### src/rtl/piso_bit_serializer_pkg.sv
// Shared definitions for the PISO bit serializer and the sequence-detector
// chain it feeds.
//   state_e   : serializer FSM state codes (2-bit; code 3 is illegal).
//   ser_bit_t : one serial bit, as consumed by the detector's serial input.
//   cnt_w()   : bit-counter width for a given word width.
package piso_bit_serializer_pkg;

  typedef enum logic [1:0] {
    IDLE  = 2'd0,
    SHIFT = 2'd1,
    GAP   = 2'd2
  } state_e;

  localparam int SER_BIT_W = 1;
  typedef logic [SER_BIT_W-1:0] ser_bit_t;

  localparam int GCNT_W = 4;

  function automatic int cnt_w(input int width);
    return (width < 2) ? 1 : $clog2(width);
  endfunction

endpackage

### src/rtl/piso_bit_serializer_hold_reg.sv
// One-word holding register with its full flag.
// Ports:
//   clk, res_n     clock, async active-low reset
//   clr            drop the held word (used for illegal-state recovery)
//   wr_en/wr_data  capture a word; wins over rd_en on the same edge
//   rd_en          held word consumed this edge
//   full/data      registered flag and held word
module piso_hold_reg #(
  parameter int WIDTH = 8
) (
  input  logic             clk,
  input  logic             res_n,
  input  logic             clr,
  input  logic             wr_en,
  input  logic [WIDTH-1:0] wr_data,
  input  logic             rd_en,
  output logic             full,
  output logic [WIDTH-1:0] data
);

  logic [WIDTH-1:0] hold_q, hold_d;
  logic             full_q, full_d;

  always_comb begin
    hold_d = hold_q;
    full_d = full_q;
    if (clr) begin
      full_d = 1'b0;
    end else if (wr_en) begin
      // A write on the same edge as a read refills the register.
      hold_d = wr_data;
      full_d = 1'b1;
    end else if (rd_en) begin
      full_d = 1'b0;
    end
  end

  always_ff @(posedge clk or negedge res_n) begin
    if (!res_n) begin
      hold_q <= '0;
      full_q <= 1'b0;
    end else begin
      hold_q <= hold_d;
      full_q <= full_d;
    end
  end

  assign full = full_q;
  assign data = hold_q;

endmodule

### src/rtl/piso_bit_serializer.sv
// Parallel-in/serial-out front end for the Moore sequence detector.
// Takes WIDTH-bit words on a valid/ready handshake and emits one bit per
// clock. A one-word holding register lets consecutive words stream without
// a bubble; GAP_CYCLES idle cycles may be forced after each word.
// Ports:
//   clk, res_n    clock, async active-low reset
//   din/din_valid parallel word and its valid
//   din_ready     registered: !hold_full
//   bit_out       serial bit, 0 when bit_valid=0
//   bit_valid     bit_out carries data
//   frame_start   first bit of each word
//   busy          FSM active or a word is held
module piso_bit_serializer
  import piso_bit_serializer_pkg::*;
#(
  parameter int WIDTH      = 8,
  parameter bit MSB_FIRST  = 1'b1,
  parameter int GAP_CYCLES = 0
) (
  input  logic             clk,
  input  logic             res_n,
  input  logic [WIDTH-1:0] din,
  input  logic             din_valid,
  output logic             din_ready,
  output logic             bit_out,
  output logic             bit_valid,
  output logic             frame_start,
  output logic             busy
);

  localparam int                CW       = cnt_w(WIDTH);
  localparam logic [CW-1:0]     CNT_LAST = CW'(WIDTH - 1);
  localparam logic [GCNT_W-1:0] GAP_LAST = GCNT_W'((GAP_CYCLES > 0) ? GAP_CYCLES - 1 : 0);

  state_e              state_q, state_d;
  logic [WIDTH-1:0]    sreg_q, sreg_d;
  logic [CW-1:0]       cnt_q, cnt_d;
  logic [GCNT_W-1:0]   gcnt_q, gcnt_d;

  logic                hold_full, hold_wr, hold_rd, hold_clr;
  logic [WIDTH-1:0]    hold_data;
  logic                accept;
  logic [WIDTH-1:0]    sreg_shifted;
  ser_bit_t            out_bit;

  piso_hold_reg #(.WIDTH(WIDTH)) u_hold (
    .clk     (clk),
    .res_n   (res_n),
    .clr     (hold_clr),
    .wr_en   (hold_wr),
    .wr_data (din),
    .rd_en   (hold_rd),
    .full    (hold_full),
    .data    (hold_data)
  );

  // Ready depends only on the registered flag, never on din_valid.
  assign din_ready = ~hold_full;
  assign accept    = din_valid & ~hold_full;

  generate
    if (MSB_FIRST) begin : g_msb
      assign out_bit      = sreg_q[WIDTH-1];
      assign sreg_shifted = {sreg_q[WIDTH-2:0], 1'b0};
    end else begin : g_lsb
      assign out_bit      = sreg_q[0];
      assign sreg_shifted = {1'b0, sreg_q[WIDTH-1:1]};
    end
  endgenerate

  always_comb begin
    state_d     = state_q;
    sreg_d      = sreg_q;
    cnt_d       = cnt_q;
    gcnt_d      = gcnt_q;
    hold_wr     = 1'b0;
    hold_rd     = 1'b0;
    hold_clr    = 1'b0;
    bit_valid   = 1'b0;
    bit_out     = 1'b0;
    frame_start = 1'b0;
    busy        = hold_full;

    case (state_q)
      IDLE: begin
        // The holding register is never written here: a word goes straight
        // into the shifter.
        if (accept) begin
          sreg_d  = din;
          cnt_d   = '0;
          state_d = SHIFT;
        end
      end

      SHIFT: begin
        busy        = 1'b1;
        bit_valid   = 1'b1;
        bit_out     = out_bit;
        frame_start = (cnt_q == '0);
        sreg_d      = sreg_shifted;
        cnt_d       = cnt_q + CW'(1);
        if (cnt_q == CNT_LAST) begin
          cnt_d = '0;
          if (GAP_CYCLES > 0) begin
            state_d = GAP;
            gcnt_d  = '0;
            hold_wr = accept;
          end else if (hold_full) begin
            sreg_d  = hold_data;
            hold_rd = 1'b1;
            hold_wr = accept;
          end else if (accept) begin
            // Bypass: the arriving word feeds the shifter directly so the
            // stream stays contiguous.
            sreg_d = din;
          end else begin
            state_d = IDLE;
          end
        end else begin
          hold_wr = accept;
        end
      end

      GAP: begin
        busy   = 1'b1;
        gcnt_d = gcnt_q + GCNT_W'(1);
        if (gcnt_q == GAP_LAST) begin
          gcnt_d = '0;
          cnt_d  = '0;
          if (hold_full) begin
            state_d = SHIFT;
            sreg_d  = hold_data;
            hold_rd = 1'b1;
            hold_wr = accept;
          end else if (accept) begin
            state_d = SHIFT;
            sreg_d  = din;
          end else begin
            state_d = IDLE;
          end
        end else begin
          hold_wr = accept;
        end
      end

      default: begin
        // Unused encoding: behave as if just reset.
        state_d  = IDLE;
        sreg_d   = '0;
        cnt_d    = '0;
        gcnt_d   = '0;
        hold_clr = 1'b1;
        busy     = 1'b0;
      end
    endcase
  end

  always_ff @(posedge clk or negedge res_n) begin
    if (!res_n) begin
      state_q <= IDLE;
      sreg_q  <= '0;
      cnt_q   <= '0;
      gcnt_q  <= '0;
    end else begin
      state_q <= state_d;
      sreg_q  <= sreg_d;
      cnt_q   <= cnt_d;
      gcnt_q  <= gcnt_d;
    end
  end

endmodule

### config.mk
export PLATFORM = sky130hd
export DESIGN_NAME = piso_bit_serializer
export DESIGN_NICKNAME = d
export VERILOG_FILES = /design/src/rtl/piso_bit_serializer_pkg.sv /design/src/rtl/piso_bit_serializer_hold_reg.sv /design/src/rtl/piso_bit_serializer.sv
export SDC_FILE = /design/constraint.sdc
export NUM_CORES = 1
export LEC_CHECK = 0
export CAP_MARGIN = 20
export CORE_MARGIN = 3
export CORE_UTILIZATION = 30
export DETAILED_ROUTE_END_ITERATION = 6
export SYNTH_ARGS = -nofsm -noshare
export SYNTH_HDL_FRONTEND = slang
export SYNTH_HIERARCHICAL = 1
export SYNTH_SLANG_ARGS = --single-unit
### constraint.sdc
create_clock -name clk -period 4.5 [get_ports clk]
set_input_delay 1.35 -clock clk [delete_from_list [all_inputs] [get_ports clk]]
set_output_delay 1.35 -clock clk [all_outputs]
set_load 0.02 [all_outputs]
==> results of run 1 <==
==> per-stage QoR <==
stage / cells / util (%)
detailed placement: 166 / 36.6
floorplan: 111 / -
CTS: 170 / 37.7
global route: 170 / 37.7
global placement: 166 / 36.6
finish: 170 / 37.7
==> cell type report <==
cell class | instances | share of cell area [%]
Inverter | 7 | 1.81
Tap cell | 48 | 4.13
Clock buffer | 4 | 3.10
Sequential cell | 21 | 36.1
Multi-Input combinational cell | 74 | 44.0
Timing Repair Buffer | 16 | 10.8
==> cell families (layout without fill, tap and decap cells) <==
kind of cell,Yosys count,count (layout),share of synthesized area [%]
mux,11,11,12.3
fa+ha+maj,4,4,3.99
simple gates,22,22,10.9
buf+inv,16,27,7.39
flops,21,21,41.9
compound gates,35,35,23.3
other cells,1,2,0.299
==> flip-flops by register name, indices dropped and copies added (netlist names) <==
register and count:
sreg_q 8, u_hold/data 8, cnt_q 3, state_q 1, u_hold/full 1
==> metal layers <==
metal	routed length [µm]	GRT usage, %
met1	1350	17.2
met2	1240	17.4
met3	84	3.13
met4	13	1.25
met5	0	0
==> cell usage in the layout (no fill, tap or decap), types with 2 or more instances in the layout <==
cell             instances
nand2b_1                 3
a41o_1                   3
mux2_4                   8
o21ai_0                  4
o2bb2ai_1                4
a21oi_1                  2
clkbuf_8                 3
nand2_1                  3
nor2b_4                  2
a21bo_2                  3
mux2_2                   3
a22oi_1                  3
clkdlybuf4s50_1         15
conb_1                   2
nor2_1                   4
nand3_1                  3
a22o_1                   2
a221o_1                  4
ha_1                     4
a31oi_1                  3
a32o_1                   3
dfrtp_1                 21
inv_1                    7
==> how the worst min path moves through the flow <==
| stage | startpoint | slack, ns | endpoint | cells after the start |
|---|---|---|---|---|
| after CTS | sreg_q[7] | 0.49 | sreg_q[7] | 1 |
| after global routing | sreg_q[2] | 0.51 | sreg_q[2] | 1 |
| after global placement | sreg_q[7] | 0.47 | sreg_q[7] | 1 |
| after detailed placement | sreg_q[7] | 0.48 | sreg_q[7] | 1 |
| after floorplan | sreg_q[7] | 0.45 | sreg_q[7] | 1 |
| final | sreg_q[7] | 0.48 | sreg_q[7] | 1 |
==> power by group <==
part	total (mW)	leakage, nW	internal, mW	switching [mW]
combinational	0.432	0.364	0.237	0.195
sequential	0.365	0.256	0.277	0.0881
clock	0.120	0.0228	0.0629	0.0571
==> key figures, run 1 <==
Setup path
  • Crit. path cell count: 2
  • CP Capture Type: output port
  • Terminus of the critical flop-to-flop path: u_hold/data[6]
  • Worst path arrival time: ~1.9 ns
  • Worst R2R Path Depth: 6
  • R2R setup slack: between 2 and 2.5 ns
  • Worst endpoint required time: ~3.2 ns
  • CP max stage delay: about 0.73 ns
  • CP top delay family: buffers and inverters
  • CP cell instances: inv_1 > clkdlybuf4s50_1
  • CP Launch Point: u_hold/full
  • Startpoint types: flip-flop
  • CP Max Fanout: 18
  • Crit path buf inv count: 2
  • Reg2Reg Launch Point: cnt_q[1]
  • CP Class: reg2out
  • Slowest cell on the critical path: dfrtp_1
  • Critical Path Sink: din_ready

CTS
  • Clock slew at reported path FFs: 0.07 ns
  • Cells resized by post-CTS repair: 0
  • Post-CTS setup buffers: 0
  • CTS tree: done
  • CTS Sinks: 21
  • CTS Buf Count: 3
  • Clock Root Buffer: clkbuf_8
  • Clock Path Buffers: 2
  • Clk_lat worst skew: 0.25 ns
  • Hold_buf cts: 0
  • H-tree levels: 1

Layout
  • N_diodes: 0
  • Seq. cell area: approximately 530 µm²
  • Multi-input gate area: between 600 and 700 µm²
  • Final #Nets: 138
  • Fill cells: slightly below 400
  • Share of layout cells above drive strength 1: roughly 20%
  • Area Growth Syn to Fin: 16.0%
  • Final instance area: between 1000 and 1500 µm²

Yosys
  • Seq/Total Area, Yosys: approximately two fifths
  • Synthesized area: between 1000 and 1500 µm²
  • Area contributors post-synth: dfrtp_1, mux2_4, ha_1
  • Flops & latches, synth: 21
  • Ys flop type: dfrtp_1
  • Post-synth EDFFs: 0
  • Post-synth top cells: dfrtp_1, mux2_4, inv_1, buf_2
  • Cell with the most instances after synthesis: dfrtp_1
  • Netlist cell types: 35
  • Ys async rst share: 100%
  • Syn_area_per_cell: roughly 11 µm²
  • Syn. warnings: 6
  • Mapped Cells: between 100 and 150
  • Area share of the largest cell type after synthesis: approximately two fifths
  • Leading area contributor after synthesis: dfrtp_1

Floorplanning
  • Core Box Area: 3850 µm²
  • Num ports: 16
  • Die area: ~5000 µm²
  • Die extent in x: a little over 70 µm
  • Initial Utilization: around a third
  • Rows: 22
  • Die Span Y: between 70 and 80 µm

STA
  • Fin. Hold Viols: 0
  • Minimum clock period: around 3.2 ns
  • Slew Viols, Final: 0
  • Skew final: approximately 0.0034 ns
  • Hold Slack: around 0.48 ns
  • RSZ-0062 raised after global routing: no
  • Max Freq: 0.311 GHz
  • # setup viols final: 0
  • Rel. slew slack: 38.6%
  • Setup WS post-layout: around 1.3 ns
  • Worst slew pin tran: around 0.92 ns
  • Setup TNS: 0 ns
  • Final period util: between 70% and 80%

Drt
  • Wire per inst: ~16 µm
  • ANT nets after route: 0
  • DRC marker count from the first detailed-route iteration: between 50 and 60
  • DRC: 0
  • Vias: 877
  • Vias per std cell: 5.16
  • WL final: between 2000 and 3000 µm
  • Drt pass-1 iters: 4

GRT
  • Initial antenna violation count: 0
  • Grt total ovfl: 0
  • Overall Global Routing Usage: ~12%
  • First-pass GRT wire length: ~4700 µm
  • Vias in the first global route: between 900 and 1000
  • Largest net degree at the start of global routing: 22

Placement
  • Dpl ws: between 1 and 1.5 ns
  • PortBufs: 15
  • DP HPWL: approximately 1900 µm
  • Placer Congestion: around 0.7
  • Placement Cell Area: approximately 1400 µm²

Power
  • Max VDD drop: 0.000296 V
  • Lkg Pwr: ~0.64 nW
  • Pwr Density: roughly 630 nW/µm²
  • Power Total: 0.917 mW

Job
  • Max cap viols: 0

Worst hold path
  • HP Class: reg2reg

Run status
  • Status: completed
(Power assumes the default switching activity.)
==> run 2: changes to the inputs <==
==> constraint.sdc (replaced) <==
create_clock -name clk -period 2.6 [get_ports clk]
set_input_delay 0.78 -clock clk [delete_from_list [all_inputs] [get_ports clk]]
set_output_delay 0.78 -clock clk [all_outputs]
set_load 0.02 [all_outputs]
==> run 2 against run 1 <==
Net effect:
- sequential share of layout area is 1.1 points lower
- critical path depth unchanged
- die area unchanged
- register-to-register slack worse by 1.5 ns
- cell area grew 3.2%
- via count grew 4.4%
- utilization rose by 1.2 points
- largest power group unchanged
- clock skew shrank 0.0017 ns
- clock-buffer cell count decreased by 1
- sequential power up 64%
- clock power is 81% higher
==> key figures, run 2 (synthesized netlist as in run 1, its figures left out) <==
Run status
  • Status: completed

Layout
  • Fin cells: 176 (+3.5%)
  • Fill cells: 391 (unchanged)
  • N_diodes: 0 (unchanged)
  • Area Growth Syn to Fin: 19.7%
  • Commonest non-fill, non-tap cell in the layout: dfrtp_1
  • Most frequent cells in the layout: dfrtp_1, clkdlybuf4s50_1, mux2_4, inv_1, buf_4
  • Share of layout cells above drive strength 1: 24.2% (+4.5 points)
  • Final #Nets: 144 (+4.3%)

STA
  • Hold Slack: 0.485 ns (+0.00119 ns)
  • Minimum clock period: between 2 and 2.5 ns
  • Setup TNS: 0 ns (unchanged)
  • # setup viols final: 0 (unchanged)
  • Slew Viols, Final: 0 (unchanged)
  • RSZ-0062 raised after global routing: no
  • Setup WS post-layout: 0.137 ns (-1.15 ns)
  • Final period util: 94.7%
  • Max Freq: between 0.4 and 0.5 GHz
  • Fin. Hold Viols: 0 (unchanged)
  • Skew final: 0.00173 ns (-0.00169 ns)

CTS
  • Clk_lat worst skew: 0.26 ns (about the same)
  • CTS Sinks: 21 (unchanged)
  • Clock Root Buffer: clkbuf_8
  • CTS tree: done
  • CTS Buf Count: 3 (unchanged)
  • H-tree levels: 1 (unchanged)
  • Clock slew at reported path FFs: 0.08 ns (about the same)
  • Hold_buf cts: 0 (unchanged)
  • Post-CTS setup buffers: 0 (unchanged)
  • Cells resized by post-CTS repair: 0 (unchanged)
  • Clock Path Buffers: 2 (unchanged)

Floorplanning
  • Initial Utilization: 32.5% (unchanged)
  • Rows: 22 (unchanged)
  • Die area: 4990 µm² (unchanged)
  • Die Span Y: 70.6 µm (unchanged)
  • Core Box Area: 3850 µm² (unchanged)
  • Num ports: 16 (unchanged)
  • Die extent in x: 70.6 µm (unchanged)

Setup path
  • CP cell instances: inv_1 > clkdlybuf4s50_1
  • Startpoint types: flip-flop
  • CP max stage delay: 0.65 ns (-0.08 ns)
  • Slowest cell on the critical path: clkdlybuf4s50_1
  • Crit. path cell count: 2 (unchanged)
  • CP Max Fanout: 11 (-7)
  • Worst R2R Path Depth: 6 (unchanged)
  • CP Capture Type: output port
  • Worst path arrival time: 1.68 ns (-0.19 ns)
  • CP top delay family: buffers and inverters
  • CP Class: reg2out
  • Crit path buf inv count: 2 (unchanged)
  • Worst endpoint required time: 1.82 ns (-1.33 ns)

GRT
  • Grt total ovfl: 0 (unchanged)
  • Vias in the first global route: 942 (+4.3%)
  • Overall Global Routing Usage: 11.4% (-0.19 points)
  • Initial antenna violation count: 0 (unchanged)
  • Largest net degree at the start of global routing: 22 (unchanged)
  • First-pass GRT wire length: 4620 µm (-1.7%)

Drt
  • DRC marker count from the first detailed-route iteration: 33 (-41%)
  • Vias: 916 (+4.4%)
  • ANT nets after route: 0 (unchanged)
  • DRC: 0 (unchanged)
  • WL final: 2640 µm (-2.1%)
  • Wire per inst: 15.0 µm (-5.5%)
  • Drt pass-1 iters: 4 (unchanged)
  • Vias per std cell: 5.20 (+0.89%)

Power
  • Pwr Density: 1080 nW/µm² (+71%)
  • Max VDD drop: 0.000506 V (+71%)
  • Lkg Pwr: 0.675 nW (+5.0%)

Worst hold path
  • Hold Crit Depth: 1 (unchanged)
  • HP Class: reg2reg

Job
  • Max cap viols: 0 (unchanged)

Placement
  • Placed insts: 172 (+3.6%)
  • Dpl ws: 0.121 ns (-1.30 ns)
  • DP HPWL: 1890 µm (-0.78%)
  • Placer Congestion: 0.843 (+20%)
  • PortBufs: 15 (unchanged)
==> run 2: area by class of cell <==
class | instances | area [µm²] | share of cell area, %
clock buffer | 3 | 41.3 | 2.75
tap | 48 | 60.1 | 4.00
sequential | 21 | 526 | 35.0
clock inverter | 1 | 5.00 | 0.334
multi-input combinational | 74 | 639 | 42.6
inverter | 7 | 26.3 | 1.75
timing repair buffer | 22 | 203 | 13.5
==> run 2: worst paths after layout <==
path,start,end,slack (ns)
max,u_hold/full,din_ready,0.14
min,sreg_q[7],sreg_q[7],0.48
max reg2reg,cnt_q[1],u_hold/data[2],0.65
min reg2reg,sreg_q[7],sreg_q[7],0.48
max in group asynchronous,res_n,sreg_q[4],1.52
min in group asynchronous,res_n,cnt_q[1],0.86
==> run 2: metrics by stage <==
stage | utilization (%) | power, mW | cell area (µm²)
after floorplan | - | 1.18 | 1260
after global placement | 37.7 | 1.40 | 1450
after detailed placement | 37.7 | 1.41 | 1450
after CTS | 38.9 | 1.64 | 1500
after global routing | 38.9 | 1.76 | 1500
final | 38.9 | 1.62 | 1500
==> run 2: worst register-to-register path, stage by stage (launching register included) <==
cell	delay (ns)
dfrtp_1	0.40
ha_1	0.21
ha_1	0.19
nand2b_1	0.15
nor2_1	0.16
nor2b_4	0.39
mux2_4	0.34
==> run 2: report_power, final <==
| part | total, mW | internal [mW] | switching [mW] |
|---|---|---|---|
| sequential | 0.598 | 0.479 | 0.119 |
| combinational | 0.806 | 0.442 | 0.364 |
| clock | 0.217 | 0.107 | 0.110 |
| total | 1.62 | 1.03 | 0.593 |
==> run 2: layer usage <==
layer  global-route usage (%)  routed length [µm]  up-vias  share of wire (%)
met2                     17.6                1160       16                 44
li1                         -                   -      440                  -
met4                     1.25                  13        0               0.49
met1                     16.1                1360      458                 51
met5                        0                   0        -                  0
met3                     3.69                 107        2                4.1
==> RTL change: new RTL, flow settings as in run 2 <==
`WIDTH` is set to 8 in 2 places; all go to 6.
--- a/src/rtl/piso_bit_serializer_hold_reg.sv
+++ b/src/rtl/piso_bit_serializer_hold_reg.sv
@@ -6,7 +6,7 @@
 //   rd_en          held word consumed this edge
 //   full/data      registered flag and held word
 module piso_hold_reg #(
-  parameter int WIDTH = 8
+  parameter int WIDTH = 6
 ) (
   input  logic             clk,
   input  logic             res_n,
--- a/src/rtl/piso_bit_serializer.sv
+++ b/src/rtl/piso_bit_serializer.sv
@@ -13,7 +13,7 @@
 module piso_bit_serializer
   import piso_bit_serializer_pkg::*;
 #(
-  parameter int WIDTH      = 8,
+  parameter int WIDTH      = 6,
   parameter bit MSB_FIRST  = 1'b1,
   parameter int GAP_CYCLES = 0
 ) (
Ports: changed (resized din); port bits go from 16 to 14. No check against the original RTL was run, so the function may have changed too.
==> RTL change against run 2 <==
Setup slack worse by 0.020 ns; maximum frequency is 0.83% lower; clock skew is 0.0066 ns higher; sequential cell count is 4 lower; wire length is 32% lower; synthesized area is 27% lower; clock power is 34% lower; sequential power is 22% lower; final cell count is 26% lower; highest routed layer unchanged; count of clock-buffer cells in the layout stayed put; critical path depth stayed put; first-iteration DRC count is 55% lower; design area is 25% lower; total power is 30% lower.
==> RTL change: results (changes against run 2) <==
| Metric | Value |
|---|---|
| Status | `complete, no violations` |
| Largest net degree at the start of global routing | `22 (unchanged)` |
| Final net count | `110 (-24%)` |
| Vias in the first global route | `716 (-24%)` |
| Synth cell count leaders | `dfrtp_1, mux2_4, nand3_1, nand3b_1` |
| Horiz. Die Dim | `61.3 um (-13%)` |
| Clk root buf | `clkbuf_4` |
| Global-route wire length before repair | `3.13 mm (-32%)` |
| Worst setup path startpoint | `cnt_q[2]` |
| Layout cells sized above 1 | `0.180 (-0.0622)` |
| Post-Route Skew | `0.00832 ns (+0.00659 ns)` |
| WL/cell | `13.6 um (-9.1%)` |
| Number of setup buffers added after CTS | `0 (unchanged)` |
| R2r endpoint | `u_hold/data[4]` |
| Routed Antenna Nets | `0 (unchanged)` |
| Setup crit end | `frame_start` |
| Port Buffer Count | `13 (-2)` |
| Initial antenna violation count | `0 (unchanged)` |
| All-Layer GR Usage | `0.111 (-0.00254)` |
| FF-to-FF path depth | `5 (-1)` |
| Clk slew on worst S/H paths | `0.10 ns (+0.02 ns)` |
| Leak | `0.508 nW (-25%)` |
| Placer Congestion | `0.752 (-11%)` |
| Placed instance area | `1100 um2 (-24%)` |
| Crit-path max FO | `5 (-6)` |
| Max VDD drop | `0.436 mV (-14%)` |
| 1st-pass router iterations | `4 (unchanged)` |
| Crit path DAT | `1.70 ns (+0.02 ns)` |
| Seq/Total Area, Yosys | `0.463 (+0.0441)` |
| R2r startpoint | `u_hold/full` |
| Setup slack, reg-to-reg | `0.93 ns (+0.28 ns)` |
| DR iter-0 viols | `15 (-55%)` |
| Yosys cell types | `32 (-8.6%)` |
| Hpwl dp | `1.37 mm (-27%)` |
| Vias | `683 (-25%)` |
| CTS tree | `yes` |
| Synth top area share | `0.463 (+0.0441)` |
| Synth top area cells | `dfrtp_1, mux2_4, a221o_1` |
-- RTL change: logic make-up (layout without fill, tap and decap cells) --
kind of cell,Yosys count,count (layout),synth area share
flip-flops,17,17,0.463
AND/OR/NAND/NOR,28,28,0.196
multiplexers,9,9,0.132
buffers and inverters,9,26,0.0477
other,1,2,0.00408
AO/OA/AOI/OAI,18,18,0.157
-- RTL change: worst min path at each step --
stage,depth (start not counted),endpoint,slack (ns),startpoint
6_report,1,sreg_q[4],0.53,sreg_q[4]
5_1_grt,1,u_hold/data[2],0.55,u_hold/data[2]
4_1_cts,1,sreg_q[3],0.53,sreg_q[3]
3_5_place_dp,1,sreg_q[3],0.50,sreg_q[3]
3_3_place_gp,1,sreg_q[1],0.50,sreg_q[0]
2_1_floorplan,0,cnt_q[0],0.48,res_n
-- RTL change: final cells by class --
type	instances	area, um2
sequential	17	425
tap	31	38.8
clock inverter	1	5.00
clock buffer	3	22.5
inverter	4	15.0
multi-input combinational	57	453
fill	275	1700
timing repair buffer	18	168
-- RTL change: report_power, final --
part / switching (mW) / internal (mW) / leakage, nW / total (mW)
Sequential: 0.0926 / 0.376 / 0.210 / 0.468
Clock: 0.0868 / 0.0573 / 0.0177 / 0.144
Combinational: 0.228 / 0.290 / 0.280 / 0.518
-- RTL change: through the flow --
| stage | setup WS, ns | utilization | instances |
|---|---|---|---|
| finish | 0.117 | 0.398 | 131 |
| global route | 0.0497 | 0.398 | 131 |
| CTS | 0.109 | 0.398 | 131 |
| detailed placement | 0.281 | 0.389 | 127 |
| global placement | 0.362 | 0.389 | 127 |
| floorplan | 0.489 | - | 83 |
-- RTL change: metal layers --
metal  GRT usage  wire (um)
met4      0.0273         19
met3      0.0314         67
met1       0.142        868
met2       0.186        829
met5           0          0
